## src/rtl/wb_stage.sv

```systemverilog
// MEM/WB writeback stage: registers the selected result (ALU, aligned load or PC+4)
// and drives the register-file write port plus a matching forwarding tap.
// Optional retired-instruction counter: define WB_INSTRET_COUNTER_EN.
module wb_stage #(
    parameter int XLEN      = 32,
    parameter int NREG_BITS = 5
) (
    input  logic                 clk,
    input  logic                 rst,
    input  logic                 wbInValid,
    input  logic                 wbStall,
    input  logic                 wbFlush,
    input  logic                 wbRegWrite,
    input  logic [NREG_BITS-1:0] wbDest,
    input  logic [1:0]           wbSel,
    input  logic [XLEN-1:0]      aluResult,
    input  logic [XLEN-1:0]      loadWord,
    input  logic [2:0]           loadFunct3,
    input  logic [XLEN-1:0]      pcPlus4,
    output logic                 rgWrtEn,
    output logic [NREG_BITS-1:0] rgWrtDest,
    output logic [XLEN-1:0]      rgWrtData,
    output logic                 fwdValid,
    output logic [NREG_BITS-1:0] fwdDest,
    output logic [XLEN-1:0]      fwdData,
    output logic                 wbErr
`ifdef WB_INSTRET_COUNTER_EN
    ,
    output logic [63:0]          instretCount
`endif
);

    logic [1:0]           offset_s;
    logic [7:0]           byte_s;
    logic [15:0]          half_s;
    logic [XLEN-1:0]      sel_data_s;
    logic                 sel_err_s;

    logic                 valid_q,    valid_d;
    logic                 regwrite_q, regwrite_d;
    logic [NREG_BITS-1:0] dest_q,     dest_d;
    logic [XLEN-1:0]      data_q,     data_d;
    logic                 err_q,      err_d;

    assign offset_s = aluResult[1:0];

    // Extract the addressed byte and halfword from the raw memory word
    always_comb begin
        byte_s = 8'h00;
        case (offset_s)
            2'd0:    byte_s = loadWord[7:0];
            2'd1:    byte_s = loadWord[15:8];
            2'd2:    byte_s = loadWord[23:16];
            default: byte_s = loadWord[31:24];
        endcase
        if (offset_s[1]) begin
            half_s = loadWord[31:16];
        end else begin
            half_s = loadWord[15:0];
        end
    end

    // Write-value select and load extension; misaligned or illegal loads raise err
    always_comb begin
        sel_data_s = {XLEN{1'b0}};
        sel_err_s  = 1'b0;
        case (wbSel)
            2'b00: sel_data_s = aluResult;
            2'b10: sel_data_s = pcPlus4;
            2'b01: begin
                case (loadFunct3)
                    3'b000: sel_data_s = {{(XLEN-8){byte_s[7]}}, byte_s};
                    3'b100: sel_data_s = {{(XLEN-8){1'b0}}, byte_s};
                    3'b001: begin
                        sel_data_s = {{(XLEN-16){half_s[15]}}, half_s};
                        sel_err_s  = offset_s[0];
                    end
                    3'b101: begin
                        sel_data_s = {{(XLEN-16){1'b0}}, half_s};
                        sel_err_s  = offset_s[0];
                    end
                    3'b010: begin
                        sel_data_s = loadWord;
                        sel_err_s  = (offset_s != 2'd0);
                    end
                    default: begin
                        sel_data_s = {XLEN{1'b0}};
                        sel_err_s  = 1'b1;
                    end
                endcase
            end
            default: begin
                sel_data_s = {XLEN{1'b0}};
                sel_err_s  = 1'b1;
            end
        endcase
    end

    // Stage register next state: flush beats stall beats capture
    always_comb begin
        valid_d    = valid_q;
        regwrite_d = regwrite_q;
        dest_d     = dest_q;
        data_d     = data_q;
        err_d      = err_q;
        if (wbFlush) begin
            valid_d = 1'b0;
        end else if (wbStall) begin
            valid_d = valid_q;
        end else begin
            valid_d    = wbInValid;
            regwrite_d = wbRegWrite;
            dest_d     = wbDest;
            data_d     = sel_data_s;
            err_d      = sel_err_s;
        end
    end

    // Stage register with synchronous reset
    always_ff @(posedge clk) begin
        if (rst) begin
            valid_q    <= 1'b0;
            regwrite_q <= 1'b0;
            dest_q     <= {NREG_BITS{1'b0}};
            data_q     <= {XLEN{1'b0}};
            err_q      <= 1'b0;
        end else begin
            valid_q    <= valid_d;
            regwrite_q <= regwrite_d;
            dest_q     <= dest_d;
            data_q     <= data_d;
            err_q      <= err_d;
        end
    end

    // A stalled cycle never writes, so a held instruction writes only once it is released
    assign rgWrtEn   = valid_q & regwrite_q & (dest_q != {NREG_BITS{1'b0}}) & ~err_q & ~wbStall;
    assign rgWrtDest = dest_q;
    assign rgWrtData = data_q;
    assign fwdValid  = rgWrtEn;
    assign fwdDest   = dest_q;
    assign fwdData   = data_q;
    assign wbErr     = valid_q & err_q;

`ifdef WB_INSTRET_COUNTER_EN
    logic [63:0] instret_q;

    // Count every instruction that leaves the stage cleanly, including x0 and no-rd ones
    always_ff @(posedge clk) begin
        if (rst) begin
            instret_q <= 64'd0;
        end else if (valid_q && !wbStall && !err_q) begin
            instret_q <= instret_q + 64'd1;
        end
    end

    assign instretCount = instret_q;
`endif

endmodule

```

## config.mk

```make
export PLATFORM = sky130hd
export DESIGN_NAME = wb_stage
export DESIGN_NICKNAME = d
export VERILOG_FILES = /design/src/rtl/wb_stage.sv
export SDC_FILE = /design/constraint.sdc
export NUM_CORES = 1
export LEC_CHECK = 0
export CAP_MARGIN = 20
export CORE_MARGIN = 2
export CORE_UTILIZATION = 41
export CTS_CLUSTER_SIZE = 16
export DETAILED_ROUTE_END_ITERATION = 8
export HOLD_SLACK_MARGIN = 0.1
export PLACE_DENSITY = 0.89
export SLEW_MARGIN = 20
export SYNTH_ARGS = -nofsm -noshare
export SYNTH_HDL_FRONTEND = slang
export SYNTH_SLANG_ARGS = --single-unit
```

## constraint.sdc

```tcl
create_clock -name clk -period 5.2 [get_ports clk]
set_input_delay 0.78 -clock clk [delete_from_list [all_inputs] [get_ports clk]]
set_output_delay 0.78 -clock clk [all_outputs]
set_load 0.01 [all_outputs]
```

Yosys cells after proc, flatten, opt, wreduce, memory -nomap -nowiden
Cells that the tools add are included.
{"block": "word_totals", "ff_bits": 40, "in_bits": 112, "output_inout_bits": 77, "elab_cells": 37}
{"block": "classes", "eq_ne": 8, "muxes": 6, "bitwise_logic": 8, "reduce_logical": 10}
{"operator": "$pmux 32 s5", "n": 1}
{"operator": "$pmux 32 s3", "n": 1}
{"operator": "$pmux 8 s3", "n": 1}
{"operator": "$mux 16", "n": 1}
{"operator": "$reduce_or 2->1", "n": 4}
{"operator": "$eq 3x3->1 const B", "n": 2}
{"operator": "$and 1x1->1", "n": 5}
{"operator": "$reduce_bool 5->1", "n": 1}
{"operator": "$eq 2x1->1 const B", "n": 2}
{"operator": "$eq 2x2->1 const B", "n": 2}
{"operator": "$logic_not 2->1", "n": 2}
{"operator": "$eq 3x1->1 const B", "n": 1}
{"operator": "$eq 3x2->1 const B", "n": 1}
{"operator": "$logic_not 3->1", "n": 1}
{"operator": "$not 1->1", "n": 3}
{"operator": "$pmux 1 s3", "n": 1}
{"operator": "$pmux 1 s2", "n": 1}
{"operator": "$reduce_and 2->1", "n": 1}
{"operator": "$reduce_bool 2->1", "n": 1}

Depth between registers and ports, before layout
{"block": "logic_depth", "ltp_word": 4, "ltp_mapped": 6, "ltp_nobuf": 4}

Worst setup path after synthesis
OpenSTA, ideal clock, no wires.
{"block": "synth_timing", "path_type": "in2reg", "from": "input aluResult[1]", "to": "register data_q[21] (netlist: fwdData[21])", "setup_ns": 0.115, "arrival_ns": 2.193, "t_required_ns": 5.085, "path_slack_ns": 2.893, "stages": 5, "n_path_buf": 1, "cell_sequence": "mux2_2 > a222oi_1 > buf_6 > a21oi_2 > o21a_1"}
{"block": "synth_via", "elab_chain_len": 4, "word_cells_on_any_way": 7, "cone_classes": "eq/ne (2); mux (4); reduce/logical (1)"}
{"element": "start: declaration", "line": "16", "text": "input logic [XLEN-1:0] aluResult,"}
{"element": "$eq 2x2->1 (tied with other cells)", "line": "50", "text": "case (offset_s)"}
{"element": "$pmux 8 s3", "line": "50"}
{"element": "$pmux 32 s5 (*)", "line": "71", "text": "case (loadFunct3)"}
{"element": "$pmux 32 s3 (*)", "line": "67", "text": "case (wbSel)"}
{"element": "end signal: assignment", "line": "125", "text": "data_q <= {XLEN{1'b0}};"}
{"element": "end signal: assignment", "line": "131", "text": "data_q <= data_d;"}
{"element": "end: declaration", "line": "42", "text": "logic [XLEN-1:0] data_q, data_d;"}
Mark *: on every way between the ends. The rest lies on a longest branch, timed or not.
A chain may end at the register's enable or synchronous reset.

Final worst setup path
{"block": "layout_timing", "from": "input wbStall", "to": "output fwdValid"}
{"block": "layout_via", "elab_chain_len": 2}
{"element": "start: declaration", "line": "11", "text": "input logic wbStall,"}
{"element": "$not 1->1 (no source line)"}
{"element": "$and 1x1->1", "line": "137", "text": "assign rgWrtEn = valid_q & regwrite_q & (dest_q != {NREG_BITS{1'b0}}) & ~err_q & ~wbStall;"}
{"element": "end: declaration", "line": "23", "text": "output logic fwdValid,"}
No other way between the ends.

==> impl_metrics.env <==
export IMPL_ys_ff_latch=40
export IMPL_critPathKind="input pin to primary output"
export IMPL_cts_root_buf="clkbuf_8"
export IMPL_cp_start_kind="input pin"
export IMPL_crit_path_end_kind="primary output"
export IMPL_crit_fanout=6
export IMPL_hold_depth=2
export IMPL_synth_edf_count=0
export IMPL_cts_path_max_buffers=2
export IMPL_synth_nets=505
export IMPL_setup_slack_ns=2.07
export IMPL_required_ns=4.42
export IMPL_status="finished clean"
export IMPL_grt_usage_pct=24.7
export IMPL_cts_tree="yes"
export IMPL_ctsResizeCount=0
export IMPL_yosysTopAreaCellShare_pct=25.5
export IMPL_port_buffers=188
export IMPL_wl_per_cell_um=17.2
export IMPL_hold_ws_ns=0.467
export IMPL_grt_pass1_vias=3431
export IMPL_io_pins=189
export IMPL_start_util_pct=42.8
export IMPL_hold_violations=0
export IMPL_rsz0062_at_grt="false"
export IMPL_slew_limit_headroom_pct=30.0
export IMPL_diodes=0
export IMPL_post_cts_buffers=0
export IMPL_synthAdderAreaFrac_pct=0
export IMPL_synth_xor_area_share_pct=0
export IMPL_ir_worst_vdd_uv=100
export IMPL_clock_latency_ns=0.29
export IMPL_die_area_um2=8380
export IMPL_overflow=0
export IMPL_finalCriticalPeriod_ns=3.13
export IMPL_max_freq_ghz=0.319
export IMPL_clock_sinks=40
export IMPL_die_w_um=91.5
export IMPL_clk_pin_slew_ns=0.08
export IMPL_yosysMostFrequentCell="nand2_1"
export IMPL_r2r_slack_ns=4.31
export IMPL_ys_seq_area_share_pct=25.5
export IMPL_cellPowerDensity_nw_per_um2=169
export IMPL_worst_pin_slew_ns=1.05
export IMPL_dpl_hpwl_mm=8.21
export IMPL_async_flop_share_pct=0
export IMPL_hold_path_class="register to register"
export IMPL_finalWirelength_mm=10.7
export IMPL_yosysTopAreaCell="dfxtp_1"
export IMPL_gp_congestion=0.840
export IMPL_netlist_instances=393
export IMPL_netlist_area_um2=3140
export IMPL_nets=633
export IMPL_ant_nets=0
export IMPL_drc_errors=0
export IMPL_drive_gt1_share_pct=6.32
export IMPL_antenna_found_initial=0
export IMPL_drt_iter0_markers=245
export IMPL_reg2reg_depth=2
export IMPL_vias_per_cell=5.68
export IMPL_synth_mux_area_share_pct=19.6
export IMPL_core_area_um2=7330
export IMPL_pre_cts_ws_ns=1.83
export IMPL_fp_dieH_um=91.5
export IMPL_yosys_top_cells_area="dfxtp_1 25%, mux2i_1 11%, buf_4 9.1%"
export IMPL_fin_util_pct=66.0
export IMPL_yosysWarnings=0
export IMPL_drv_slew=0
export IMPL_syn_avg_cell_area_um2=7.99
export IMPL_setup_viol=0
export IMPL_synth_simple_area_share_pct=13.8
export IMPL_critPathArrivalTime_ns=2.35
export IMPL_area_growth_pct=54.1
export IMPL_p_leak_uw=0.00176
export IMPL_ys_flop_type="dfxtp_1"
export IMPL_htreeDepth=2
export IMPL_synth_top_family_by_area="compound AO/OA/AOI/OAI gates"
export IMPL_final_setup_tns_ns=0
export IMPL_cts_hold_buf=0
export IMPL_synth_compound_area_share_pct=26.6
export IMPL_fp_row_count=31
export IMPL_skew_ns=0
export IMPL_grt_max_degree=43
export IMPL_drv_cap=0
export IMPL_period_share_pct=60.3
export IMPL_vias=3526
export IMPL_grt_pass1_wl_mm=16.9
export IMPL_synth_distinct_cells=33
export IMPL_drtPass1Iterations=7
export IMPL_synth_common_cells="64 x nand2_1, 40 x dfxtp_1, 39 x a21oi_1"
export IMPL_cts_made_buffers=5
==> worst max-delay path, stage by stage <==
cell and delay, ns:
clkdlybuf4s50_1 0.50, nor4_1 0.44, clkdlybuf4s50_1 0.63
==> cell type report <==
type                       instances  area [µm²]
inverter                           8        30.0
tap                               99         124
timing repair buffer             192        1910
clock buffer                       8        90.1
fill                             611        2490
multi-input combinational        274        1890
sequential                        40         801
==> through the flow <==
step           cell area, µm²  power (µW)  instances
2_1_floorplan            3140         467        393
3_3_place_gp             4750         603        613
3_5_place_dp             4750         609        613
4_1_cts                  4840         822        621
5_1_grt                  4840         858        621
6_report                 4840         819        621
==> sequential cells by signal, indices dropped and copies added (netlist names) <==
name and count:
valid_q 1, regwrite_q 1, fwdDest 5, err_q 1, fwdData 32
==> power breakdown <==
part,switching [µW],internal [µW]
registers,9.08,317
clock network,107,108
logic,119,160
total,235,584
==> placed cells by master (no fill, tap or decap) <==
| cell type | Yosys | layout |
|---|---|---|
| a21oi_1 | 39 | 38 |
| nor3_1 | 1 | 1 |
| or4b_2 | 1 | 1 |
| or2_2 | 1 | 1 |
| clkbuf_8 | 0 | 6 |
| mux2i_1 | 33 | 33 |
| and2_1 | 3 | 3 |
| dfxtp_1 | 40 | 40 |
| mux4_2 | 7 | 7 |
| nand2_1 | 64 | 64 |
| a222oi_1 | 9 | 9 |
| nand2b_1 | 7 | 7 |
| clkdlybuf4s50_1 | 0 | 187 |
| nor4_1 | 1 | 1 |
| inv_1 | 8 | 8 |
| a22o_1 | 1 | 1 |
| mux2_2 | 10 | 10 |
| or4_1 | 2 | 2 |
| o22ai_1 | 2 | 2 |
| o311ai_0 | 7 | 7 |
| nor2_1 | 14 | 14 |
| a21oi_2 | 1 | 2 |
| buf_2 | 6 | 1 |
| nor4b_1 | 2 | 2 |
| clkbuf_1 | 23 | 2 |
| o21ai_0 | 24 | 24 |
| o21a_1 | 16 | 16 |
| mux2_4 | 1 | 1 |
| buf_4 | 38 | 4 |
| nor2b_1 | 3 | 3 |
| o221ai_1 | 9 | 9 |
| o31a_1 | 1 | 1 |
| a221oi_1 | 15 | 15 |
==> final timing paths <==
path / startpoint / to
max: wbStall / fwdValid
min: regwrite_q$_SDFFE_PP0P_ / regwrite_q$_SDFFE_PP0P_
max reg2reg: fwdData[4]$_SDFFE_PP0P_ / fwdData[4]$_SDFFE_PP0P_
min reg2reg: regwrite_q$_SDFFE_PP0P_ / regwrite_q$_SDFFE_PP0P_
==> layer usage <==
metal,share of wire [%],GRT usage [%]
met3,7.5,4.15
met4,1.4,5.68
met1,39,31.1
met2,52,43.9
met5,0,0
==> logic make-up (layout without fill, tap and decap cells) <==
logic type	after synthesis	count (layout)
compound gates	124	124
simple gates	99	99
buf+inv	79	208
mux	51	51
flops	40	40
Power figures use the tool's default switching activity.
